## src/rtl/div_unit.sv

```systemverilog
// Multicycle signed radix-2 restoring divider for the MIPS DIV instruction.
// Produces LO (quotient, truncated toward zero) and HI (remainder, dividend's sign).
module div_unit #(
    parameter int WIDTH = 32
) (
    input  logic             clk,
    input  logic             reset,
    input  logic             start,
    input  logic [WIDTH-1:0] dividend,
    input  logic [WIDTH-1:0] divisor,
    output logic             busy,
    output logic             done,
    output logic             div_zero,
    output logic [WIDTH-1:0] hi,
    output logic [WIDTH-1:0] lo
);

    typedef enum logic [2:0] {
        S_IDLE = 3'd0,
        S_RUN  = 3'd1,
        S_FIX  = 3'd2,
        S_DONE = 3'd3,
        S_ZERO = 3'd4
    } state_t;

    localparam int CW = $clog2(WIDTH + 1);
    localparam logic [CW-1:0] CNT_INIT = CW'(WIDTH);
    localparam logic [CW-1:0] CNT_ONE  = CW'(1);

    state_t           state_q, state_d;
    logic [CW-1:0]    cnt_q, cnt_d;
    logic [WIDTH:0]   rem_q, rem_d;
    logic [WIDTH-1:0] quo_q, quo_d;
    logic [WIDTH:0]   dvsr_q, dvsr_d;
    logic             qneg_q, qneg_d;
    logic             rneg_q, rneg_d;
    logic [WIDTH-1:0] hi_q, hi_d;
    logic [WIDTH-1:0] lo_q, lo_d;
    logic             dz_q, dz_d;
    logic             busy_q, busy_d;
    logic             done_q, done_d;

    logic             accept_s;
    logic             dvsr_zero_s;
    logic [WIDTH:0]   dvd_mag_s;
    logic [WIDTH:0]   dvs_mag_s;
    logic [WIDTH:0]   rem_sh_s;
    logic [WIDTH-1:0] quo_sh_s;

    // One extra bit keeps |-2^(WIDTH-1)| exact.
    function automatic logic [WIDTH:0] mag_of(input logic [WIDTH-1:0] v);
        logic [WIDTH:0] e;
        e = {v[WIDTH-1], v};
        if (v[WIDTH-1]) begin
            mag_of = ~e + {{WIDTH{1'b0}}, 1'b1};
        end else begin
            mag_of = e;
        end
    endfunction

    function automatic logic [WIDTH-1:0] neg_of(input logic [WIDTH-1:0] v);
        neg_of = ~v + {{(WIDTH-1){1'b0}}, 1'b1};
    endfunction

    assign accept_s    = start && (state_q == S_IDLE || state_q == S_DONE || state_q == S_ZERO);
    assign dvsr_zero_s = (divisor == {WIDTH{1'b0}});
    assign dvd_mag_s   = mag_of(dividend);
    assign dvs_mag_s   = mag_of(divisor);
    assign rem_sh_s    = {rem_q[WIDTH-1:0], quo_q[WIDTH-1]};
    assign quo_sh_s    = {quo_q[WIDTH-2:0], 1'b0};

    // State and datapath registers with synchronous active-low reset.
    always_ff @(posedge clk) begin
        if (!reset) begin
            state_q <= S_IDLE;
            cnt_q   <= {CW{1'b0}};
            rem_q   <= {(WIDTH+1){1'b0}};
            quo_q   <= {WIDTH{1'b0}};
            dvsr_q  <= {(WIDTH+1){1'b0}};
            qneg_q  <= 1'b0;
            rneg_q  <= 1'b0;
            hi_q    <= {WIDTH{1'b0}};
            lo_q    <= {WIDTH{1'b0}};
            dz_q    <= 1'b0;
            busy_q  <= 1'b0;
            done_q  <= 1'b0;
        end else begin
            state_q <= state_d;
            cnt_q   <= cnt_d;
            rem_q   <= rem_d;
            quo_q   <= quo_d;
            dvsr_q  <= dvsr_d;
            qneg_q  <= qneg_d;
            rneg_q  <= rneg_d;
            hi_q    <= hi_d;
            lo_q    <= lo_d;
            dz_q    <= dz_d;
            busy_q  <= busy_d;
            done_q  <= done_d;
        end
    end

    // Next-state logic.
    always_comb begin
        state_d = state_q;
        case (state_q)
            S_IDLE, S_DONE, S_ZERO: begin
                if (accept_s) begin
                    state_d = dvsr_zero_s ? S_ZERO : S_RUN;
                end else begin
                    state_d = S_IDLE;
                end
            end
            S_RUN: begin
                if (cnt_q == CNT_ONE) begin
                    state_d = S_FIX;
                end else begin
                    state_d = S_RUN;
                end
            end
            S_FIX:   state_d = S_DONE;
            default: state_d = S_IDLE;
        endcase
    end

    // Datapath and registered-output next values.
    always_comb begin
        cnt_d  = cnt_q;
        rem_d  = rem_q;
        quo_d  = quo_q;
        dvsr_d = dvsr_q;
        qneg_d = qneg_q;
        rneg_d = rneg_q;
        hi_d   = hi_q;
        lo_d   = lo_q;
        dz_d   = dz_q;
        case (state_q)
            S_IDLE, S_DONE, S_ZERO: begin
                if (accept_s) begin
                    cnt_d  = CNT_INIT;
                    rem_d  = {(WIDTH+1){1'b0}};
                    quo_d  = dvd_mag_s[WIDTH-1:0];
                    dvsr_d = dvs_mag_s;
                    qneg_d = dividend[WIDTH-1] ^ divisor[WIDTH-1];
                    rneg_d = dividend[WIDTH-1];
                    dz_d   = dvsr_zero_s;
                end else begin
                    dz_d   = dz_q;
                end
            end
            S_RUN: begin
                cnt_d = cnt_q - CNT_ONE;
                if (rem_sh_s >= dvsr_q) begin
                    rem_d = rem_sh_s - dvsr_q;
                    quo_d = quo_sh_s | {{(WIDTH-1){1'b0}}, 1'b1};
                end else begin
                    rem_d = rem_sh_s;
                    quo_d = quo_sh_s;
                end
            end
            S_FIX: begin
                lo_d = qneg_q ? neg_of(quo_q) : quo_q;
                hi_d = rneg_q ? neg_of(rem_q[WIDTH-1:0]) : rem_q[WIDTH-1:0];
            end
            default: begin
                cnt_d = cnt_q;
            end
        endcase
        busy_d = (state_d == S_RUN) || (state_d == S_FIX);
        done_d = (state_d == S_DONE) || (state_d == S_ZERO);
    end

    assign busy     = busy_q;
    assign done     = done_q;
    assign div_zero = dz_q;
    assign hi       = hi_q;
    assign lo       = lo_q;

endmodule

```

## config.mk

```make
export PLATFORM = sky130hd
export DESIGN_NAME = div_unit
export DESIGN_NICKNAME = d
export VERILOG_FILES = /design/src/rtl/div_unit.sv
export SDC_FILE = /design/constraint.sdc
export NUM_CORES = 1
export LEC_CHECK = 0
export CORE_ASPECT_RATIO = 2
export CORE_MARGIN = 1
export CORE_UTILIZATION = 30
export DETAILED_ROUTE_END_ITERATION = 8
export SLEW_MARGIN = 20
export SYNTH_ARGS = -nofsm -noshare
export SYNTH_HDL_FRONTEND = slang
export SYNTH_SLANG_ARGS = --single-unit
```

## constraint.sdc

```tcl
create_clock -name clk -period 3.53 [get_ports clk]
set_input_delay 0.8825 -clock clk [delete_from_list [all_inputs] [get_ports clk]]
set_output_delay 0.8825 -clock clk [all_outputs]
set_load 0.01 [all_outputs]
```

==> results.md, run 1 <==
* Site Rows at 99
* Area inside the core boundary at 0.0364 mm^2
* CTS tree: built
* Number of cells on the worst hold path at 2
* First-pass GRT wire length at 54700 um
* Depth of the most critical reg-to-reg path at 13
* Ports placed on the boundary at 134
* Number of warnings reported in the yosys synthesis log at 0
* Clock edge transition at the registers on the reported setup and hold paths at 0.07 ns
* Synth top area cells: sky130_fd_sc_hd__dfxtp_1, sky130_fd_sc_hd__xor2_1, sky130_fd_sc_hd__o211a_1, sky130_fd_sc_hd__nand2_1, sky130_fd_sc_hd__o21ai_0
* Leak Pwr at 6.34 nW
* Fraction of layout cells with a size suffix above 1 at 0.0864
* Clk sinks at about 180
* Critical path, cell by cell: clkdlybuf4s50_1, or4_1, or2_1, or4_4, nor4_4, nand2b_2, or3b_1, a221oi_1, nor2b_1
* Ratio of routed vias to standard cells at ~5.3
* Final worst clock skew at between 0.008 and 0.009 ns
* Max Fanout on Critical Path at 4
* Hold crit path type: flip-flop to flip-flop
* Max-slew violation count at 0
* Total count of hold-check failures in the final report at 0
* Number of diodes added for antenna fixing at 0
* Total gr overflow at 0
* Final setup violation count at 0
* GRT Total Usage at 0.192
* Vias after detailed routing at between 10000 and 15000
* Final core area utilization at 0.380
* Asr flop ratio synth at 0
* Post-route cell area at 0.0138 mm^2
* Slowest stage cell, crit path: sky130_fd_sc_hd__or4_1
* Number of distinct standard cells referenced by the synthesized netlist at 61
* Final worst path period need at 3.28 ns
* Number of buffers added to fix hold violations after cts at 0
* Post-Syn Area per Cell at 8.04 um^2
* Placed Instances at between 1500 and 2000
* Violation count after the first detailed-route iteration at 553
* First element of the critical path: divisor[14]
* Number of DRC violations after detailed routing at 0
* Net count of the finished layout at 1622
* RSZ-0062 raised after global routing: false
* Critical path start-end classification: input pin to flip-flop
* Vias in the first global route at ~10000
* Leading register cell type out of synthesis: sky130_fd_sc_hd__dfxtp_1
* Largest net degree at the start of global routing at 134
* IO Port Bufs at 133
* Number of enable-type register cells in the synthesized netlist at 0
* DRT antenna net count at 0
* Max-cap viol count at 0
* Clock root buffer: sky130_fd_sc_hd__clkbuf_16
* Largest area contributor in the netlist: sky130_fd_sc_hd__dfxtp_1
* Die height at 273 um
* Period utilization at 0.929
* Htree depth at 4
* Width of the die at 138 um
* Worst R2R Start: quo_q[31]
* Summed negative setup slack over all endpoints at 0 ns
* Power share of the sequential group at 0.366
* Slowest cell delay on critical path at between 0.5 and 0.6 ns
* Worst vdd rail ir drop at 0.368 mV
* Crit path arrival time at 3.62 ns
* Instance area at placement at 0.0132 mm^2
* Combinational Power Share at 0.312
* Share of total power in the clock network at 0.322
* Non-filler cells in the finished layout at 1982
* Post-route total power at around 6.1 mW
* Number of antenna violations at the first check in global routing at 0
* Proportion of netlist area held by the largest area contributor at 0.317
* Number of resized instances in the post-cts repair step at 0
* Run status: finished, final reports clean
* Start point of the worst min-delay path: dvsr_q[32]
* Net count after synthesis at 1482
* Post-CTS Setup Bufs at 0
* Count of mapped cells out of synthesis at around 1400
* Die Area at roughly 0.038 mm^2
* Required time reported for the critical path endpoint at 3.87 ns
* Cell internal pwr at slightly below 4 mW
* Net switching power at 2.11 mW
* Gpl congestion at 0.954
* Most frequent standard cell in the layout excluding fill and tap cells: sky130_fd_sc_hd__nand2_1
* Sw frac at 0.347
* Total wirelength of the detailed-routed design at 35000 um
* Initial cell density of the core at 0.303
* Pin slew with the least headroom to its limit at between 0.8 and 0.9 ns
* Power per standard cell area at 440 mW/mm^2
* Sort of element at the start of the critical path: input pin
* Max frequency at just over 300 MHz
* Count of TritonRoute iterations in the first routing pass at 8
* Slew Limit Headroom at 0.404
* Post-DP HPWL at roughly 27000 um
* Leading cell types in the layout, fill and taps excluded: sky130_fd_sc_hd__nand2_1, sky130_fd_sc_hd__dfxtp_1, sky130_fd_sc_hd__clkdlybuf4s50_1, sky130_fd_sc_hd__xor2_1, sky130_fd_sc_hd__o21ai_0
* Detailed-route wire length per cell at 17.7 um
* CTS Buffer Depth at 2
* Endpoint type of the worst setup path: flip-flop
* Post-synthesis instance area at 0.0110 mm^2
* Filler Cells Inserted at 3830
* Worst-Skew Late Latency at 0.45 ns
* Total clock buffers created by CTS at 17
* Sequential element share of the synthesized area at 0.317
* Synthesized flop and latch total at 175
* Layout-stage area growth over the synthesis result at 25.2%
[kinds of logic after synthesis]
family                   synth area share
AO/OA/AOI/OAI                       0.270
buffers and inverters              0.0516
AND/OR/NAND/NOR                     0.194
XOR/XNOR                            0.117
adder cells (fa/ha/maj)            0.0460
flip-flops                          0.317
multiplexers                      0.00453
[through the flow]
| stage | hold slack [ns] | setup slack (ns) |
|---|---|---|
| final | 0.460 | 0.249 |
| after global routing | 0.496 | 0.00783 |
| after CTS | 0.459 | 0.247 |
| after detailed placement | 0.450 | -0.221 |
| after global placement | 0.434 | -0.208 |
| after floorplan | 0.420 | 0.351 |
[power groups by stage]
stage          logic (mW)  registers [mW]  clock network [mW]
5_1_grt              2.11            2.25                2.08
2_1_floorplan        1.26            2.24                   0
6_report             1.90            2.23                1.96
4_1_cts              1.90            2.23                2.01
3_3_place_gp         1.88            2.27                   0
3_5_place_dp         1.90            2.27                   0
[worst max-delay path, delay by kind of cell]
| kind | cells | cell delay [ns] |
|---|---|---|
| compound gates | 1 | 0.26 |
| buf+inv | 1 | 0.42 |
| simple gates | 7 | 2.06 |
[sequential cells by signal (all words and copies together) (netlist names)]
name and count:
busy 1, cnt_q 6, div_zero 1, done 1, dvsr_q 33, hi 32, lo 32, qneg_q 1
quo_q 32, rem_q 32, rneg_q 1, state_q 3
[layout make-up]
cell class	count	area (um^2)	area share
multi-input cells	1049	6990	0.505
flip-flops and latches	175	3500	0.253
repair buffers	210	1940	0.141
well taps	454	568	0.0411
clock buffers	22	464	0.0336
inverters	62	233	0.0168
clock inverters	10	128	0.00923
[metal layers]
metal,share of wire,vias to the layer above,global-route usage
met5,0,-,0
met4,0.050,0,0.105
met3,0.033,86,0.0337
met2,0.57,246,0.385
met1,0.35,4950,0.172
li1,-,5178,-
[path summary, 6_finish.rpt]
check                                  end  slack, ns
worst min register to register  dvsr_q[32]       0.46
worst min-delay path            dvsr_q[32]       0.46
worst max-delay path            state_q[0]       0.25
worst max register to register   rem_q[28]       0.27
[synthesized netlist by cell type (all sizes together) (10+ instances only)]
| master | instances |
|---|---|
| a22oi | 26 |
| nor4 | 12 |
| xnor2 | 39 |
| ha | 39 |
| xor2 | 108 |
| nor2b | 18 |
| o31ai | 34 |
| o21ai | 103 |
| or4 | 13 |
| or3 | 10 |
| o211a | 87 |
| nor3 | 22 |
| o41ai | 18 |
| nand4 | 13 |
| a21o | 15 |
| and2 | 32 |
| clkbuf | 80 |
| or2 | 10 |
| nor2 | 61 |
| nand2b | 11 |
| inv | 62 |
| a21boi | 18 |
| nand3 | 20 |
| nand2 | 211 |
| dfxtp | 175 |
| a21oi | 54 |
Note: power is estimated with default switching activity, not from simulation.
==> run 2, diff against run 1 <==
--- a/config.mk
+++ b/config.mk
@@ -8,7 +8,9 @@
 export CORE_ASPECT_RATIO = 2
 export CORE_MARGIN = 1
 export CORE_UTILIZATION = 30
+export CTS_CLUSTER_SIZE = 16
 export DETAILED_ROUTE_END_ITERATION = 8
+export PLACE_DENSITY_LB_ADDON = 0.1
 export SLEW_MARGIN = 20
 export SYNTH_ARGS = -nofsm -noshare
 export SYNTH_HDL_FRONTEND = slang
==> results.md, run 2 (same netlist as run 1, synthesis figures left out) <==
* Post-route cell area at 0.0140 mm^2 (was 0.0138 mm^2)
* Peak-usage layer in the global routing report: met2 (unchanged)
* Sort of element at the start of the critical path: flip-flop (was input pin)
* Power per standard cell area at 431 mW/mm^2 (was 440 mW/mm^2)
* Post-route total power at 6.02 mW (was 6.08 mW)
* Smallest setup slack after layout at 0.226 ns (was 0.249 ns)
* Number of diodes added for antenna fixing at 0 (unchanged)
* Reg-to-Reg End: rem_q[28] (unchanged)
* Clk sinks at 175 (unchanged)
* Placed Instances at 1972 (was 1950)
* Leading cell types in the layout, fill and taps excluded: sky130_fd_sc_hd__nand2_1, sky130_fd_sc_hd__dfxtp_1, sky130_fd_sc_hd__clkdlybuf4s50_1, sky130_fd_sc_hd__xor2_1, sky130_fd_sc_hd__o21ai_0 (unchanged)
* Critical path, cell by cell: inv_1, ha_1, inv_1, fa_1, a21o_1, a221oi_2, o211a_1, o2111a_1, o21ai_0, a211oi_1, xnor2_1, mux2i_1, o21ai_0 (was clkdlybuf4s50_1, or4_1, or2_1, or4_4, nor4_4, nand2b_2, or3b_1, a221oi_1, nor2b_1)
* Htree depth at 4 (unchanged)
* Initial cell density of the core at 0.303 (unchanged)
* Largest net degree at the start of global routing at 118 (was 134)
* Global Route met2 Usage at 0.425 (was 0.385)
* Max Fanout on Critical Path at 3 (was 4)
* Global routing usage on met1 at 0.177 (was 0.172)
* Slowest cell delay on critical path at 0.40 ns (was 0.55 ns)
* Count of cell instances traversed by the critical path at 13 (was 9)
* Slew Limit Headroom at 0.570 (was 0.404)
* Violation count after the first detailed-route iteration at 393 (was 553)
* Total count of hold-check failures in the final report at 0 (unchanged)
* Net count of the finished layout at 1644 (was 1622)
* Site Rows at 99 (unchanged)
* Detailed-route wire length per cell at 18.2 um (was 17.7 um)
* Max-cap viol count at 0 (unchanged)
* Worst vdd rail ir drop at 0.401 mV (was 0.368 mV)
* Max-slew violation count at 0 (unchanged)
* Final core area utilization at 0.383 (was 0.380)
* Layout-stage area growth over the synthesis result at 26.4% (was 25.2%)
* IO Port Bufs at 133 (unchanged)
* Max frequency at 303 MHz (was 305 MHz)
* Cell family contributing the most delay on the critical path: compound AO/OA/AOI/OAI gates (was simple AND/OR/NAND/NOR gates)
* Endpoint of the worst setup timing path: rem_q[28] (was state_q[0])
* Combinational Power Share at 0.324 (was 0.312)
* Sw frac at 0.359 (was 0.347)
* Vias in the first global route at 10500 (about the same)
* Critical path start-end classification: flip-flop to flip-flop (was input pin to flip-flop)
* Number of antenna violations at the first check in global routing at 0 (unchanged)
* Pin slew with the least headroom to its limit at 0.639 ns (was 0.885 ns)
* Most frequent standard cell in the layout excluding fill and tap cells: sky130_fd_sc_hd__nand2_1 (unchanged)
* Leak Pwr at 6.44 nW (was 6.34 nW)
* Worst hold-check slack at 0.442 ns (was 0.460 ns)
* Flip-flop count of the largest register, all copies and words added at 33 (unchanged)
* Ports placed on the boundary at 134 (unchanged)
* Clock root buffer: sky130_fd_sc_hd__clkbuf_16 (unchanged)
* Worst slack after detailed placement at -0.214 ns (was -0.221 ns)
* Endpoint type of the worst setup path: flip-flop (unchanged)
* Clock edge transition at the registers on the reported setup and hold paths at 0.07 ns (about the same)
* GRT Total Usage at 0.203 (was 0.192)
* Power share of the sequential group at 0.368 (was 0.366)
* Reg-to-reg setup timing slack at 0.23 ns (was 0.27 ns)
* Die Area at 0.0376 mm^2 (unchanged)
* Vias after detailed routing at 10300 (was 10500)
* Number of DRC violations after detailed routing at 0 (unchanged)
* Slowest stage cell, crit path: sky130_fd_sc_hd__fa_1 (was sky130_fd_sc_hd__or4_1)
* Final worst clock skew at 0.0130 ns (was 0.00865 ns)
* Summed negative setup slack over all endpoints at 0 ns (unchanged)
* Number of buffer and inverter instances along the worst setup path at 2 (was 1)
* RSZ-0062 raised after global routing: false (unchanged)
* Final worst path period need at 3.30 ns (was 3.28 ns)
* Total wirelength of the detailed-routed design at 36600 um (was 35000 um)
* Hold crit path type: flip-flop to flip-flop (unchanged)
* Period utilization at 0.936 (was 0.929)
* Count of TritonRoute iterations in the first routing pass at 4 (was 8)
* Depth of the most critical reg-to-reg path at 13 (unchanged)
* Width of the die at 138 um (unchanged)
* Number of buffers added to fix hold violations after cts at 0 (unchanged)
* Run status: finished, final reports clean (unchanged)
* Worst-Skew Late Latency at 0.46 ns (was 0.45 ns)
* First-pass GRT wire length at 56800 um (was 54700 um)
* Instance area at placement at 0.0134 mm^2 (was 0.0132 mm^2)
* CTS Buffer Depth at 2 (unchanged)
* Crit path arrival time at 3.68 ns (was 3.62 ns)
* Largest Register: dvsr_q (unchanged)
* Post-DP HPWL at 28500 um (was 26600 um)
* CTS tree: built (unchanged)
* Fraction of layout cells with a size suffix above 1 at 0.101 (was 0.0864)
* M3 GR Usage at 0.0287 (was 0.0337)
* Cell internal pwr at 3.86 mW (was 3.97 mW)
* DRT antenna net count at 0 (unchanged)
* Die height at 273 um (unchanged)
* Gpl congestion at 0.866 (was 0.954)
* Final setup violation count at 0 (unchanged)
* First element of the critical path: quo_q[31] (was divisor[14])
* Ratio of routed vias to standard cells at 5.15 (was 5.28)
* Total gr overflow at 0 (unchanged)
* Total clock buffers created by CTS at 17 (unchanged)
* Worst R2R Start: quo_q[31] (unchanged)
* Non-filler cells in the finished layout at 2004 (was 1982)
* Required time reported for the critical path endpoint at 3.90 ns (was 3.87 ns)
* Net switching power at 2.16 mW (was 2.11 mW)
* Area inside the core boundary at 0.0364 mm^2 (unchanged)
* Share of total power in the clock network at 0.308 (was 0.322)
run 2: worst min path at each step:
stage / endpoint / from / cells after the start
2_1_floorplan: dvsr_q[32] / dvsr_q[32] / 2
5_1_grt: dvsr_q[32] / dvsr_q[32] / 2
3_5_place_dp: dvsr_q[32] / dvsr_q[32] / 2
4_1_cts: dvsr_q[32] / dvsr_q[32] / 2
3_3_place_gp: dvsr_q[32] / dvsr_q[32] / 2
6_report: dvsr_q[32] / dvsr_q[32] / 2
run 2: cell type report:
type / count / area (um^2)
tap: 454 / 568
fill: 3905 / 22500
clock buffer: 20 / 457
clock inverter: 12 / 98.8
sequential: 175 / 3500
multi-input combinational: 1049 / 7000
timing repair buffer: 232 / 2110
inverter: 62 / 233
run 2: routing by layer:
layer	vias to the layer above	wire (um)
met5	-	0
met4	0	1430
met3	57	889
met2	161	21900
met1	4880	12300
li1	5226	-
run 2: power by group through the flow:
stage | logic (mW) | registers, mW | clock network (mW)
after global routing | 2.17 | 2.23 | 1.98
after detailed placement | 1.95 | 2.26 | 0
after global placement | 1.95 | 2.26 | 0
after floorplan | 1.26 | 2.24 | 0
final | 1.95 | 2.22 | 1.85
after CTS | 1.97 | 2.21 | 1.92
run 2: what timing repair did:
action | in CTS | in global routing
hold endpoints to repair | 0 | 0
setup buffers | 0 | 0
resized for setup | 0 | 1
endpoints found under the setup margin | 0 | 1
run 2: worst reg2reg max path, delay by kind of cell (launching register included):
| kind | cells | cell delay [ns] |
|---|---|---|
| flip-flops | 1 | 0.33 |
| multiplexers | 1 | 0.14 |
| AO/OA/AOI/OAI | 7 | 1.70 |
| adder cells (fa/ha/maj) | 2 | 0.59 |
| buffers and inverters | 2 | 0.19 |
| XOR/XNOR | 1 | 0.28 |
